### src/rtl/scan2d_pkg.sv
// scan2d_pkg: shared types and defaults for the 2-D scan sequencer.
//   state_t   : sequencer FSM states (IDLE, RUN, DONE)
//   XW_DEF/YW_DEF : default coordinate widths
package scan2d_pkg;
  localparam int XW_DEF = 8;
  localparam int YW_DEF = 8;

  typedef enum logic [1:0] {
    IDLE = 2'd0,
    RUN  = 2'd1,
    DONE = 2'd2
  } state_t;
endpackage

### src/rtl/scan2d_if.sv
// scan2d_if: control and coordinate-stream signals of the scan sequencer.
//   control : start, abort, x_max, y_max  (to sequencer); busy, done (from)
//   stream  : out_valid, out_x, out_y, out_eol, out_last (from); out_ready (to)
//   master  : sequencer side; slave : control/consumer side.
interface scan2d_if #(
  parameter int XW = 8,
  parameter int YW = 8
);
  logic          start;
  logic          abort;
  logic [XW-1:0] x_max;
  logic [YW-1:0] y_max;
  logic          out_ready;
  logic          out_valid;
  logic [XW-1:0] out_x;
  logic [YW-1:0] out_y;
  logic          out_eol;
  logic          out_last;
  logic          busy;
  logic          done;

  modport master (
    input  start, abort, x_max, y_max, out_ready,
    output out_valid, out_x, out_y, out_eol, out_last, busy, done
  );

  modport slave (
    output start, abort, x_max, y_max, out_ready,
    input  out_valid, out_x, out_y, out_eol, out_last, busy, done
  );
endinterface

### src/rtl/scan_axis_counter.sv
// scan_axis_counter: one wrap-around axis of the raster scan.
//   clk, rst_n : clock, synchronous active-low reset
//   i_en       : advance one step
//   i_clr      : restart at 0 (has priority over i_en)
//   i_limit    : latched last index of this axis
//   i_down     : count toward 0 instead of toward i_limit
//   o_cnt      : current index
//   o_at_end   : index is the end of the axis in the current direction
//   o_wrap     : i_en && o_at_end
// HOLD_AT_END=1 keeps the count at the end point on wrap, so a serpentine
// row that ends at x_max starts the next (reversed) row at x_max.
module scan_axis_counter #(
  parameter int W           = 8,
  parameter bit HOLD_AT_END = 1'b0
) (
  input  logic         clk,
  input  logic         rst_n,
  input  logic         i_en,
  input  logic         i_clr,
  input  logic [W-1:0] i_limit,
  input  logic         i_down,
  output logic [W-1:0] o_cnt,
  output logic         o_at_end,
  output logic         o_wrap
);
  logic [W-1:0] r_cnt;

  assign o_cnt    = r_cnt;
  assign o_at_end = i_down ? (r_cnt == '0) : (r_cnt == i_limit);
  assign o_wrap   = i_en && o_at_end;

  always_ff @(posedge clk) begin
    if (!rst_n)          r_cnt <= '0;
    else if (i_clr)      r_cnt <= '0;
    else if (i_en) begin
      if (o_at_end)      r_cnt <= HOLD_AT_END ? r_cnt : '0;
      else if (i_down)   r_cnt <= r_cnt - 1'b1;
      else               r_cnt <= r_cnt + 1'b1;
    end
  end
endmodule

### src/rtl/scan2d_sequencer.sv
// scan2d_sequencer: emits one frame of (x,y) coordinates per start pulse as
// a valid/ready stream, X inner / Y outer, then a one-cycle done pulse.
//   clk, rst_n : clock, synchronous active-low reset
//   bus        : scan2d_if.master (start/abort/x_max/y_max in, stream and
//                busy/done out)
// Build option: SCAN2D_SERPENTINE_EN selects a serpentine scan (odd rows run
// x_max..0); undefined gives a plain raster with no direction logic.
module scan2d_sequencer
  import scan2d_pkg::*;
#(
  parameter int XW = XW_DEF,
  parameter int YW = YW_DEF
) (
  input  logic      clk,
  input  logic      rst_n,
  scan2d_if.master  bus
);
  state_t        r_state, w_state_nxt;
  logic [XW-1:0] r_x_max;
  logic [YW-1:0] r_y_max;
  logic [XW-1:0] w_x;
  logic [YW-1:0] w_y;
  logic          w_x_end, w_y_end, w_x_wrap, w_y_wrap;
  logic          w_run, w_start_acc, w_x_en, w_x_down;

  assign w_run       = (r_state == RUN);
  assign w_start_acc = (r_state == IDLE) && bus.start;
  // abort wins over a same-cycle transfer: the counters must not move.
  assign w_x_en      = w_run && !bus.abort && bus.out_ready;

`ifdef SCAN2D_SERPENTINE_EN
  localparam bit SNAKE = 1'b1;
  assign w_x_down = w_y[0];
`else
  localparam bit SNAKE = 1'b0;
  assign w_x_down = 1'b0;
`endif

  scan_axis_counter #(.W(XW), .HOLD_AT_END(SNAKE)) u_x (
    .clk(clk), .rst_n(rst_n), .i_en(w_x_en), .i_clr(w_start_acc),
    .i_limit(r_x_max), .i_down(w_x_down),
    .o_cnt(w_x), .o_at_end(w_x_end), .o_wrap(w_x_wrap)
  );

  // Y only moves on an X wrap, so a Y wrap is exactly the final transfer.
  scan_axis_counter #(.W(YW), .HOLD_AT_END(1'b0)) u_y (
    .clk(clk), .rst_n(rst_n), .i_en(w_x_wrap), .i_clr(w_start_acc),
    .i_limit(r_y_max), .i_down(1'b0),
    .o_cnt(w_y), .o_at_end(w_y_end), .o_wrap(w_y_wrap)
  );

  always_ff @(posedge clk) begin
    if (!rst_n) begin
      r_state <= IDLE;
      r_x_max <= '0;
      r_y_max <= '0;
    end else begin
      r_state <= w_state_nxt;
      if (w_start_acc) begin
        r_x_max <= bus.x_max;
        r_y_max <= bus.y_max;
      end
    end
  end

  // Coordinates are zeroed outside RUN so idle/reset outputs read as 0.
  always_comb begin
    w_state_nxt   = r_state;
    bus.out_valid = 1'b0;
    bus.out_x     = '0;
    bus.out_y     = '0;
    bus.out_eol   = 1'b0;
    bus.out_last  = 1'b0;
    bus.busy      = 1'b0;
    bus.done      = 1'b0;
    case (r_state)
      IDLE: if (bus.start) w_state_nxt = RUN;
      RUN: begin
        bus.out_valid = 1'b1;
        bus.out_x     = w_x;
        bus.out_y     = w_y;
        bus.out_eol   = w_x_end;
        bus.out_last  = w_x_end && w_y_end;
        bus.busy      = 1'b1;
        if (bus.abort)     w_state_nxt = IDLE;
        else if (w_y_wrap) w_state_nxt = DONE;
      end
      DONE: begin
        bus.busy    = 1'b1;
        bus.done    = 1'b1;
        w_state_nxt = IDLE;
      end
      default: w_state_nxt = IDLE;
    endcase
  end
endmodule

### src/flat_wrapper.sv
// flat-port wrapper written by rule: the top's interface ports become plain ports
module scan2d_sequencer_flat import scan2d_pkg::*;
#(
  parameter int XW = XW_DEF,
  parameter int YW = YW_DEF
)
  (clk, rst_n, bus_start, bus_abort, bus_x_max, bus_y_max, bus_out_ready, bus_out_valid, bus_out_x, bus_out_y, bus_out_eol, bus_out_last, bus_busy, bus_done);
  scan2d_if #(.XW(XW), .YW(YW)) bus_i ();
  input  logic clk;
  input  logic rst_n;
  input wire logic [$bits(bus_i.start)-1:0] bus_start;
  input wire logic [$bits(bus_i.abort)-1:0] bus_abort;
  input wire logic [$bits(bus_i.x_max)-1:0] bus_x_max;
  input wire logic [$bits(bus_i.y_max)-1:0] bus_y_max;
  input wire logic [$bits(bus_i.out_ready)-1:0] bus_out_ready;
  output wire logic [$bits(bus_i.out_valid)-1:0] bus_out_valid;
  output wire logic [$bits(bus_i.out_x)-1:0] bus_out_x;
  output wire logic [$bits(bus_i.out_y)-1:0] bus_out_y;
  output wire logic [$bits(bus_i.out_eol)-1:0] bus_out_eol;
  output wire logic [$bits(bus_i.out_last)-1:0] bus_out_last;
  output wire logic [$bits(bus_i.busy)-1:0] bus_busy;
  output wire logic [$bits(bus_i.done)-1:0] bus_done;
  assign bus_i.start = bus_start;
  assign bus_i.abort = bus_abort;
  assign bus_i.x_max = bus_x_max;
  assign bus_i.y_max = bus_y_max;
  assign bus_i.out_ready = bus_out_ready;
  assign bus_out_valid = bus_i.out_valid;
  assign bus_out_x = bus_i.out_x;
  assign bus_out_y = bus_i.out_y;
  assign bus_out_eol = bus_i.out_eol;
  assign bus_out_last = bus_i.out_last;
  assign bus_busy = bus_i.busy;
  assign bus_done = bus_i.done;
  scan2d_sequencer #(.XW(XW), .YW(YW)) u_core (.clk(clk), .rst_n(rst_n), .bus(bus_i));
endmodule
### config.mk
export PLATFORM = sky130hd
export DESIGN_NAME = scan2d_sequencer_flat
export DESIGN_NICKNAME = d
export VERILOG_FILES = /design/src/rtl/scan2d_pkg.sv /design/src/rtl/scan2d_if.sv /design/src/rtl/scan_axis_counter.sv /design/src/rtl/scan2d_sequencer.sv /design/src/flat_wrapper.sv
export SDC_FILE = /design/constraint.sdc
export NUM_CORES = 1
export LEC_CHECK = 0
export ABC_CLOCK_PERIOD_IN_PS = 1650
export CAP_MARGIN = 20
export CORE_ASPECT_RATIO = 1.25
export CORE_MARGIN = 5
export CORE_UTILIZATION = 45
export DETAILED_ROUTE_END_ITERATION = 10
export PLACE_DENSITY = 0.76
export SYNTH_ARGS = -nofsm -noshare
export SYNTH_HDL_FRONTEND = slang
export SYNTH_SLANG_ARGS = --single-unit
### constraint.sdc
create_clock -name clk -period 1.65 [get_ports clk]
set_input_delay 0.2475 -clock clk [delete_from_list [all_inputs] [get_ports clk]]
set_output_delay 0.2475 -clock clk [all_outputs]
set_load 0.05 [all_outputs]
==> run metrics <==
top_reg_cell synth dfxtp_1; Worst Path Max Fanout 2; syn_nets ~250; vias in the first global route about 1,800; switching portion of total power between 20% and 30%; fin crit period 1900 ps; CP max stage delay approximately 340 ps; Final Hold Viols 0; CTS tree built; Seq/Total Area, Yosys 37.0%; Syn. warnings 0; DR WL/cell roughly 15 um; critical path startpoint category flip-flop; RSZ-0062 raised after global routing true; Max-cap violations 0; synthesized area ~1800 um^2; final-report max-slew violation count 0; routed vias/inst between 5 and 6; drt total wl around 5400 um; Worst path slowest cell dfxtp_2; Post-DRT Antenna Nets 0; DR iter-0 viols 100; status complete, but fails checks; clock transition at the registers of the reported paths around 70 ps; clock root buffer clkbuf_8; Min-Delay Path Class flip-flop to flip-flop; Buffers on Ports around 40; synthesized area per cell between 8 and 9 um^2; worst setup path class flip-flop to primary output; dpl cells approximately 340; Rows 26; commonest non-fill, non-tap cell in the layout nand2_1; most frequent cells in the layout nand2_1 (45), buf_4 (30), buf_12 (22); worst hold slack 473 ps; Worst Skew 3.31 ps; clock group share of total power 36.9%; ordered list of cells on the worst path xor2_1 -> nor4_2 -> and2_1 -> and3_4 -> buf_12; Vias about 1,800; Diodes inserted 0; Seq pwr share 41.4%; number of setup violations in the final report 18; multi-input logic area around 1200 um^2; Die X between 60 and 70 um; Initial DRT Pass Iterations 4; H-tree depth 2; Die ar. between 5000 and 6000 um^2; initial antenna violation count 0; Least-Margin Pin Slew between 300 and 400 ps; LEAKAGE about 1.2 nW; crit end category primary output; Reg area 701 um^2; area grow syn2layout 65.4%; DRC Markers 0; I/O pin cnt between 40 and 50; period utilization 115%; DP HPWL between 3000 and 4000 um; CTS Sinks 34; Final Power ~2.1 mW; CTS Buf Count 5; deepest clock path buffer count 2; TNS Setup -1660 ps; global-route wire length before repair between 8000 and 9000 um; total grt overflow 0; Worst Path Arrival about 1700 ps; worst-skew pair later-pin latency roughly 290 ps; Gate power share a little over a fifth; Seq cells post-synth 34; post-synthesis cell type count 36; Core Box Area a little over 4000 um^2; largest net degree at the start of global routing 21; cts hold-fix bufs 0; final worst slack -255 ps; Initial Util between 40% and 50%; VDD IR max 483 uV; Post-synth EDFFs 0; Sw Pwr 0.580 mW; internal power 1.53 mW; final cell count without fillers about 350; layout cells sized above 1 39.7%; FFs w/ async S/R, synth 0%; Post-Synthesis Cells 223; Worst Path Required 1400 ps; Fmax 0.525 GHz; Fillers 276; Die Span Y 81.5 um; Slew headroom between 70% and 80%; Tot GR Track Use a little over a fifth; PwrDens approximately 690 nW/um^2; failing checks setup timing; nets 320; RePlAce Congestion ~0.83
-- synthesized netlist by cell type (all sizes together) (3+ instances only) --
cell type	count	share of area, %
nand2	47	9.7
dfxtp	34	37
a21boi	21	8.6
and2	20	6.8
xor2	14	6.7
nor2	12	2.4
xnor2	9	4.3
clkbuf	8	1.6
ha	5	3.4
nand4	5	1.7
o22ai	5	1.7
or3	5	1.7
inv	4	0.81
nand3	4	1.1
o21ai	4	1.1
a21oi	3	0.81
and3	3	1.0
buf	3	1.1
-- metal layers --
metal  GRT usage (%)  vias to the layer above  wire (um)
li1                -                      880          -
met1            23.6                      834       2080
met2            35.9                       58       2780
met3            5.47                       17        347
met4            10.8                        0        188
met5               0                        -          0
-- cell families (layout without fill, tap and decap cells) --
kind of cell             count (synthesis)  count (layout)  synth area share, %
AO/OA/AOI/OAI                           36              36                 13.7
flip-flops                              34              34                 37.0
adder cells (fa/ha/maj)                  5               5                 3.40
multiplexers                             2               2                 1.09
XOR/XNOR                                23              23                 10.9
AND/OR/NAND/NOR                        108             108                 30.4
buffers and inverters                   15              87                 3.53
-- worst max-delay path, delay by kind of cell, from the launching register on --
| family | cells | cell delay [ps] |
|---|---|---|
| AND/OR/NAND/NOR | 3 | 740 |
| flip-flops | 1 | 340 |
| XOR/XNOR | 1 | 160 |
| buffers and inverters | 1 | 130 |
-- final cells by class --
cell class                      instances  area share (%)
Clock buffer                            5            2.26
Clock inverter                          3            1.48
Inverter                                4           0.493
Multi-Input combinational cell        174            40.8
Sequential cell                        34            23.0
Tap cell                               56            2.30
Timing Repair Buffer                   75            29.7
-- sequential cells by signal, summed over array words and instances (netlist names) --
| name | flops |
|---|---|
| u_core.r_x_max | 8 |
| u_core.r_y_max | 8 |
| u_core.u_x.o_cnt | 8 |
| u_core.u_y.o_cnt | 8 |
| u_core.r_state | 2 |
-- stage by stage --
stage	utilization, %	setup WS, ps	instance area (um^2)
after floorplan	-	-62.8	1890
after global placement	68.0	-96.0	2740
after detailed placement	68.0	-153	2740
after CTS	74.3	-287	3000
after global routing	75.5	-316	3050
final	75.5	-255	3050
-- power by group through the flow --
stage | clock network [mW] | logic, mW | registers (mW)
6_report | 0.777 | 0.456 | 0.873
3_5_place_dp | 0 | 0.394 | 0.891
2_1_floorplan | 0 | 0.214 | 0.886
3_3_place_gp | 0 | 0.386 | 0.889
5_1_grt | 0.817 | 0.488 | 0.875
4_1_cts | 0.785 | 0.432 | 0.873
-- path summary, 6_finish.rpt --
| kind | startpoint | end | slack (ps) | cells after the start |
|---|---|---|---|---|
| max | u_core.u_y.o_cnt[6] | bus_out_last | -250 | 5 |
| min | u_core.r_y_max[3] | u_core.r_y_max[3] | 470 | 2 |
| max reg2reg | u_core.r_x_max[5] | u_core.u_y.o_cnt[2] | -140 | 8 |
| min reg2reg | u_core.r_y_max[3] | u_core.r_y_max[3] | 470 | 2 |
-- timing repair --
action	CTS	global route
cloned	1	0
setup endpoints to repair	27	24
gates resized for setup	27	17
setup buffers	5	1
endpoints found under the hold margin	0	0
pin swaps	15	14
No activity file was read; power rests on OpenSTA's default activity.
